$ cat config.mk
export PLATFORM = sky130hd
export DESIGN_NAME = instr_fetch_queue
export DESIGN_NICKNAME = d
export VERILOG_FILES = /design/src/rtl/riscv_pkg.sv /design/src/rtl/fetch_fifo.sv /design/src/rtl/instr_fetch_queue.sv
export SDC_FILE = /design/constraint.sdc
export NUM_CORES = 1
export LEC_CHECK = 0
export CORE_ASPECT_RATIO = 0.75
export CORE_UTILIZATION = 40
export CTS_CLUSTER_DIAMETER = 200
export DETAILED_ROUTE_END_ITERATION = 12
export GPL_TIMING_DRIVEN = 0
export PLACE_DENSITY = 0.68
export SLEW_MARGIN = 10
export SYNTH_ARGS = -nofsm -noshare
export SYNTH_HDL_FRONTEND = slang
export SYNTH_SLANG_ARGS = --single-unit
export TNS_END_PERCENT = 30
$ cat constraint.sdc
create_clock -name clk -period 4.2 [get_ports clk]
set_clock_uncertainty 0.2 [all_clocks]
set_input_delay 0.84 -clock clk [delete_from_list [all_inputs] [get_ports clk]]
set_output_delay 0.84 -clock clk [all_outputs]
set_load 0.01 [all_outputs]
$ cat src/rtl/riscv_pkg.sv
// ---------------------------------------------------------------------------
// riscv_pkg
//   Types and constants shared by the RISC-V fetch front end.
//   XLEN          : architectural register / address width
//   NOP_INST      : canonical NOP (addi x0, x0, 0) shown to decode when idle
//   fetch_state_e : fetch sequencer states
//   fetch_entry_t : one queued instruction together with the PC it came from
//   word_align    : clears the byte-offset bits of an address
// ---------------------------------------------------------------------------
package riscv_pkg;

    localparam int XLEN = 32;

    localparam logic [XLEN-1:0] NOP_INST = 32'h0000_0013;

    typedef enum logic [1:0] {
        BOOT  = 2'd0,
        RUN   = 2'd1,
        DRAIN = 2'd2
    } fetch_state_e;

    typedef struct packed {
        logic [XLEN-1:0] inst;
        logic [XLEN-1:0] pc;
    } fetch_entry_t;

    function automatic logic [XLEN-1:0] word_align(input logic [XLEN-1:0] addr);
        return {addr[XLEN-1:2], 2'b00};
    endfunction

endpackage

$ cat src/rtl/fetch_fifo.sv
// ---------------------------------------------------------------------------
// fetch_fifo
//   Small synchronous FIFO of fetch_entry_t. The head entry is visible
//   combinationally so decode sees it in the same cycle it becomes valid.
//   Ports:
//     clk        in   clock, rising edge
//     reset      in   asynchronous, active-low reset
//     clear      in   drop all entries (takes priority over push/pop)
//     push       in   write push_entry at the tail
//     push_entry in   entry to write
//     pop        in   retire the head entry (caller only pops when count!=0)
//     count      out  number of valid entries, 0..DEPTH
//     head       out  oldest entry (undefined when count==0)
// ---------------------------------------------------------------------------
module fetch_fifo
    import riscv_pkg::*;
#(
    parameter int DEPTH = 4
) (
    input  logic                   clk,
    input  logic                   reset,
    input  logic                   clear,
    input  logic                   push,
    input  fetch_entry_t           push_entry,
    input  logic                   pop,
    output logic [$clog2(DEPTH):0] count,
    output fetch_entry_t           head
);

    localparam int PW = $clog2(DEPTH);
    localparam logic [PW:0] FULL_CNT = (PW+1)'(DEPTH);

    fetch_entry_t  mem_reg [DEPTH];
    logic [PW-1:0] wr_ptr_reg;
    logic [PW-1:0] rd_ptr_reg;
    logic [PW:0]   count_reg;

    always_ff @(posedge clk or negedge reset) begin
        if (!reset) begin
            wr_ptr_reg <= '0;
            rd_ptr_reg <= '0;
            count_reg  <= '0;
        end else if (clear) begin
            wr_ptr_reg <= '0;
            rd_ptr_reg <= '0;
            count_reg  <= '0;
        end else begin
            if (push) begin
                wr_ptr_reg <= wr_ptr_reg + 1'b1;
            end
            if (pop) begin
                rd_ptr_reg <= rd_ptr_reg + 1'b1;
            end
            // Simultaneous push and pop leaves the occupancy unchanged.
            if (push && !pop) begin
                count_reg <= count_reg + 1'b1;
            end else if (pop && !push) begin
                count_reg <= count_reg - 1'b1;
            end
        end
    end

    // Storage carries no reset; validity is tracked by count_reg alone.
    // On a full push+pop the write lands on the slot being popped, which
    // has already been read out combinationally this cycle.
    always_ff @(posedge clk) begin
        if (push && !clear) begin
            mem_reg[wr_ptr_reg] <= push_entry;
        end
    end

    // The issue credit must keep the queue from ever overflowing.
    always_ff @(posedge clk) begin
        if (reset && !clear) begin
            assert (!(push && !pop && (count_reg == FULL_CNT)));
        end
    end

    assign head  = mem_reg[rd_ptr_reg];
    assign count = count_reg;

endmodule

$ cat src/rtl/instr_fetch_queue.sv
// ---------------------------------------------------------------------------
// instr_fetch_queue
//   Fetch stage of the RISC-V pipeline. Owns the fetch PC, issues word reads
//   to instruction memory, tracks in-flight reads, queues returned words with
//   their PC and hands them to decode over a valid/ready handshake. A
//   redirect from EX flushes the queue and discards stale in-flight reads.
//   Ports:
//     clk             in   clock, rising edge
//     reset           in   asynchronous, active-low reset
//     imem_req_valid  out  fetch request valid
//     imem_req_ready  in   memory accepts request this cycle
//     imem_req_addr   out  word address of request ([1:0]=0)
//     imem_rsp_valid  in   in-order response, never back-pressured
//     imem_rsp_data   in   instruction word
//     redirect_valid  in   single-cycle redirect pulse from EX
//     redirect_pc     in   redirect target ([1:0] ignored)
//     dec_valid       out  dec_inst/dec_pc valid
//     dec_ready       in   decode consumes head entry
//     dec_inst        out  head instruction, NOP when queue empty
//     dec_pc          out  head PC, 0 when queue empty
// ---------------------------------------------------------------------------
module instr_fetch_queue
    import riscv_pkg::*;
#(
    parameter int          FIFO_DEPTH = 4,
    parameter logic [31:0] RESET_PC   = 32'h0
) (
    input  logic        clk,
    input  logic        reset,
    output logic        imem_req_valid,
    input  logic        imem_req_ready,
    output logic [31:0] imem_req_addr,
    input  logic        imem_rsp_valid,
    input  logic [31:0] imem_rsp_data,
    input  logic        redirect_valid,
    input  logic [31:0] redirect_pc,
    output logic        dec_valid,
    input  logic        dec_ready,
    output logic [31:0] dec_inst,
    output logic [31:0] dec_pc
);

    localparam int          CW           = $clog2(FIFO_DEPTH) + 1;
    localparam logic [CW:0] CREDIT_LIMIT = (CW+1)'(FIFO_DEPTH);

    fetch_state_e    state_reg;
    logic [XLEN-1:0] fetch_pc_reg;
    logic [XLEN-1:0] rsp_pc_reg;
    logic [CW-1:0]   outstanding_reg;
    logic [CW-1:0]   outstanding_next;
    logic [CW-1:0]   drop_cnt_reg;
    logic [CW-1:0]   drop_cnt_next;

    logic [CW-1:0]   fifo_count;
    fetch_entry_t    fifo_head;
    fetch_entry_t    push_entry;

    logic [XLEN-1:0] redirect_target;
    logic            credit_ok;
    logic            queue_nonempty;
    logic            req_fire;
    logic            rsp_push;
    logic            fifo_pop;

    assign redirect_target = word_align(redirect_pc);
    assign queue_nonempty  = (fifo_count != '0);

    // Queued entries plus reads still in flight may never exceed the queue
    // depth, so every response is guaranteed a free slot when it returns.
    assign credit_ok = ({1'b0, fifo_count} + {1'b0, outstanding_reg}) < CREDIT_LIMIT;

    assign imem_req_valid = (state_reg == RUN) && !redirect_valid && credit_ok;
    assign imem_req_addr  = fetch_pc_reg;
    assign req_fire       = imem_req_valid && imem_req_ready;

    // A response is kept only when nothing stale is ahead of it and no
    // redirect is flushing the queue in the same cycle.
    assign rsp_push   = imem_rsp_valid && (drop_cnt_reg == '0) && !redirect_valid;
    assign push_entry = '{inst: imem_rsp_data, pc: rsp_pc_reg};

    assign dec_valid = queue_nonempty && !redirect_valid;
    assign fifo_pop  = dec_valid && dec_ready;
    assign dec_inst  = queue_nonempty ? fifo_head.inst : NOP_INST;
    assign dec_pc    = queue_nonempty ? fifo_head.pc   : '0;

    // outstanding counts every accepted read not yet answered, stale or not.
    always_comb begin
        outstanding_next = outstanding_reg;
        if (req_fire && !imem_rsp_valid) begin
            outstanding_next = outstanding_reg + 1'b1;
        end else if (!req_fire && imem_rsp_valid) begin
            outstanding_next = outstanding_reg - 1'b1;
        end
    end

    // On a redirect every read still in flight after this cycle is stale.
    // No request can be accepted in a redirect cycle, so that set is exactly
    // outstanding_next (a response arriving now has already been dropped).
    always_comb begin
        drop_cnt_next = drop_cnt_reg;
        if (redirect_valid) begin
            drop_cnt_next = outstanding_next;
        end else if (imem_rsp_valid && (drop_cnt_reg != '0)) begin
            drop_cnt_next = drop_cnt_reg - 1'b1;
        end
    end

    always_ff @(posedge clk or negedge reset) begin
        if (!reset) begin
            state_reg <= BOOT;
        end else begin
            case (state_reg)
                BOOT: begin
                    state_reg <= RUN;
                end
                RUN: begin
                    if (redirect_valid && (drop_cnt_next != '0)) begin
                        state_reg <= DRAIN;
                    end
                end
                DRAIN: begin
                    if (drop_cnt_next == '0) begin
                        state_reg <= RUN;
                    end
                end
                default: begin
                    state_reg <= BOOT;
                end
            endcase
        end
    end

    always_ff @(posedge clk or negedge reset) begin
        if (!reset) begin
            fetch_pc_reg    <= RESET_PC;
            rsp_pc_reg      <= RESET_PC;
            outstanding_reg <= '0;
            drop_cnt_reg    <= '0;
        end else begin
            outstanding_reg <= outstanding_next;
            drop_cnt_reg    <= drop_cnt_next;
            if (redirect_valid) begin
                fetch_pc_reg <= redirect_target;
                rsp_pc_reg   <= redirect_target;
            end else begin
                if (req_fire) begin
                    fetch_pc_reg <= fetch_pc_reg + 32'd4;
                end
                if (rsp_push) begin
                    rsp_pc_reg <= rsp_pc_reg + 32'd4;
                end
            end
        end
    end

    fetch_fifo #(
        .DEPTH (FIFO_DEPTH)
    ) u_fifo (
        .clk        (clk),
        .reset      (reset),
        .clear      (redirect_valid),
        .push       (rsp_push),
        .push_entry (push_entry),
        .pop        (fifo_pop),
        .count      (fifo_count),
        .head       (fifo_head)
    );

endmodule

==> impl_metrics.ini <==
[cts]
cts_max_level = 1
cts_tree = built
cts_root_buffer = clkbuf_16
cts_buffer_depth = 3
cts_buffers = 31
post_cts_buffers = 0
cts.sinks = 323
clk_latency_ns = 0.57
path_clk_slew_ns = 0.06

[die]
die-width_um = 215
num_rows = 58
coreArea_mm2 = 0.0335
die_h_um = 162
dieArea_mm2 = 0.0348
initial_core_util = 0.407
io_pins = 168

[global_routing]
grt_max_degree = 50
gr-total-overflow = 0
grtUsageTotal = 0.187
grt_pass1_wl_um = 49600
globalRouteMet2Util = 0.289
top_usage_layer = met2
antenna_found_initial = 0
met1_usage = 0.275
use_met3 = 0.0339
grt_pass1_vias = 8274

[finish]
multi_input_area_mm2 = 0.00407
synthToLayoutAreaGrowth_pct = 24.9
drive_above_1_share = 0.141
largest_register_ffs = 248
fill_cells = 2836
nets = 1160
stdcell_count = 1552
regArea_mm2 = 0.00933
antenna_cells = 0
stdcell_area_mm2 = 0.0170

[timing]
max_slew_margin = 0.406
drv_slew = 0
hold_violations = 0
setup_viol = 0
rsz0062_at_grt = false
post-route-period-util = 0.963
worst_pin_slew_ns = 0.888
min_period_ns = 4.04
fmax_mhz = 247

[power]
power.switching_mw = 2.73
powerDensity_mw_per_mm2 = 559
leakagePower_nw = 5.75
power_mw = 9.51
peakVddDrop_mv = 0.273
clkPwrFrac = 0.298
combPwrFrac = 0.293
p_int_mw = 6.78
p_sw_frac = 0.287
power_frac_seq = 0.408

[synthesis]
synth_compound_area_frac = 0.0452
async_reset_ff_frac = 0.232
synth_top_family_by_area = multiplexers
synth_edf_count = 248
ys_ff_latch = 323
synthMuxAreaShare = 0.110
synth_area_mm2 = 0.0136
synthXorXnorAreaFrac = 0.0244
synth_cell_types = 50
yosys.area.top_type = edfxtp_1
synth.most_common_cell = edfxtp_1
synthAdderAreaFrac = 0.0125
syn_inst = 875
synth_top_cell_area_share = 0.546
synthFlopType = edfxtp_1
syn_area_per_cell_um2 = 15.6
ys.warnings.count = 0
synth_simple_gate_area_frac = 0.104
synthTopCellsByCount = edfxtp_1, dfrtp_1, mux4_2, nand2_1, nor2b_1
synth.yosys.seq_area_share = 0.684
synthTopCellsByArea = edfxtp_1, dfrtp_1, mux4_2

[setup_path]
r2r_slack_ns = 0.95
critPathMaxStageDelay_ns = 0.64
cp_slowest_cell = clkdlybuf4s50_1
critPathRequiredTime_ns = 3.16
path_class = in -> out
start_kind = input port
cp.arrival_ns = 3.00
end_kind = output port
crit_path_max_fanout = 10
cp_cell_sequence = clkdlybuf4s50_1 -> clkbuf_2 -> clkbuf_2 -> buf_2 -> nor2_1 -> clkdlybuf4s50_1

[drt]
ant_nets = 0
routed_wl_um = 32500
vias = 8347
drtPass1Iterations = 4
routedWlPerCell_um = 20.9
drt_iter0_markers = 596
drcViolationCount = 0
via_per_inst = 5.38

[job]
drv_cap = 0

[place]
gp_congestion = 0.833
portBuffers = 161
dp.cells = 1495
postPlaceCellArea_mm2 = 0.0160
dpl.hpwl_um = 22000

[hold_path]
hp-class = reg -> reg

[run_status]
status = completed
metal layers:
layer  vias to the layer above  share of wire
met5                         -              0
met4                         0          0.019
met3                        34          0.068
met2                       310           0.46
met1                      4253           0.45
li1                       3750              -
cell type report:
class                      count  area share
sequential                   323       0.548
multi-input combinational    491       0.239
buffer                        42      0.0118
inverter                      20     0.00441
clock buffer                  45      0.0530
timing repair buffer         168       0.103
tap                          450      0.0331
clock inverter                13     0.00816
placed cells by master (no fill, tap or decap), drive strengths merged, types with 3 or more instances in the layout:
cell type | netlist | final
nor2b | 61 | 61
and2 | 8 | 8
mux4 | 62 | 62
nand4 | 12 | 12
buf | 18 | 23
and3 | 10 | 10
and4 | 6 | 6
clkdlybuf4s50 | 0 | 160
or2 | 3 | 3
dfrtp | 75 | 75
o21ai | 47 | 47
nor3b | 3 | 3
o311ai | 11 | 11
a21oi | 14 | 14
mux2 | 5 | 5
nor2 | 37 | 37
conb | 1 | 4
clkinv | 0 | 9
ha | 12 | 12
o211ai | 9 | 9
nand3b | 3 | 3
mux2i | 5 | 5
clkbuf | 26 | 70
nor4 | 6 | 6
nand3 | 35 | 35
nand2 | 62 | 62
edfxtp | 248 | 248
xnor2 | 23 | 23
nor3 | 12 | 12
bufinv | 0 | 3
inv | 20 | 21
a31oi | 9 | 9
xor2 | 15 | 15
power by group through the flow:
stage / Clock [mW] / Sequential [mW] / Combinational [mW]
6_report: 2.84 / 3.88 / 2.79
5_1_grt: 3.01 / 3.91 / 3.02
4_1_cts: 2.89 / 3.87 / 2.86
3_5_place_dp: 0 / 3.91 / 2.87
3_3_place_gp: 0 / 3.90 / 2.81
2_1_floorplan: 0 / 3.86 / 1.57
worst max-delay path, delay by kind of cell:
family	cells	cell delay, ns
buffers and inverters	5	2.06
and+or+nand+nor	1	0.09
metrics by stage:
step / util / worst slack [ns] / setup TNS [ns] / hold slack [ns]
5_1_grt: 0.508 / 0.0881 / 0 / 0.392
4_1_cts: 0.508 / 0.0252 / 0 / 0.366
3_3_place_gp: 0.472 / -1.38 / -394.49 / 0.340
6_report: 0.508 / 0.156 / 0 / 0.366
3_5_place_dp: 0.476 / -0.383 / -0.498 / 0.356
2_1_floorplan: - / 0.640 / 0 / 0.295
worst paths after layout:
check | startpoint | to | cells after the start
max in group asynchronous | reset | u_fifo.rd_ptr_reg[0] | 3
max | redirect_valid | dec_valid | 6
max reg2reg | u_fifo.count[1] | imem_req_addr[29] | 8
min | state_reg[0] | state_reg[0] | 1
min in group asynchronous | reset | state_reg[0] | 2
min reg2reg | state_reg[0] | state_reg[0] | 1
what timing repair did:
item | in CTS | in global routing
resized for setup | 10 | 3
hold endpoints to repair | 26 | 0
setup endpoints to repair | 62 | 21
hold buffers | 1 | 0
logic make-up (layout without fill, tap and decap cells):
kind of cell | after synthesis | count (layout)
AOI/OAI and AO/OA | 101 | 101
DFF | 323 | 323
xor gates and xnor gates | 38 | 38
other | 1 | 4
adders and majority gates | 13 | 13
buffers and inverters | 64 | 288
and+or+nand+nor | 263 | 263
muxes | 72 | 72
No activity file was read; power rests on OpenSTA's default activity.
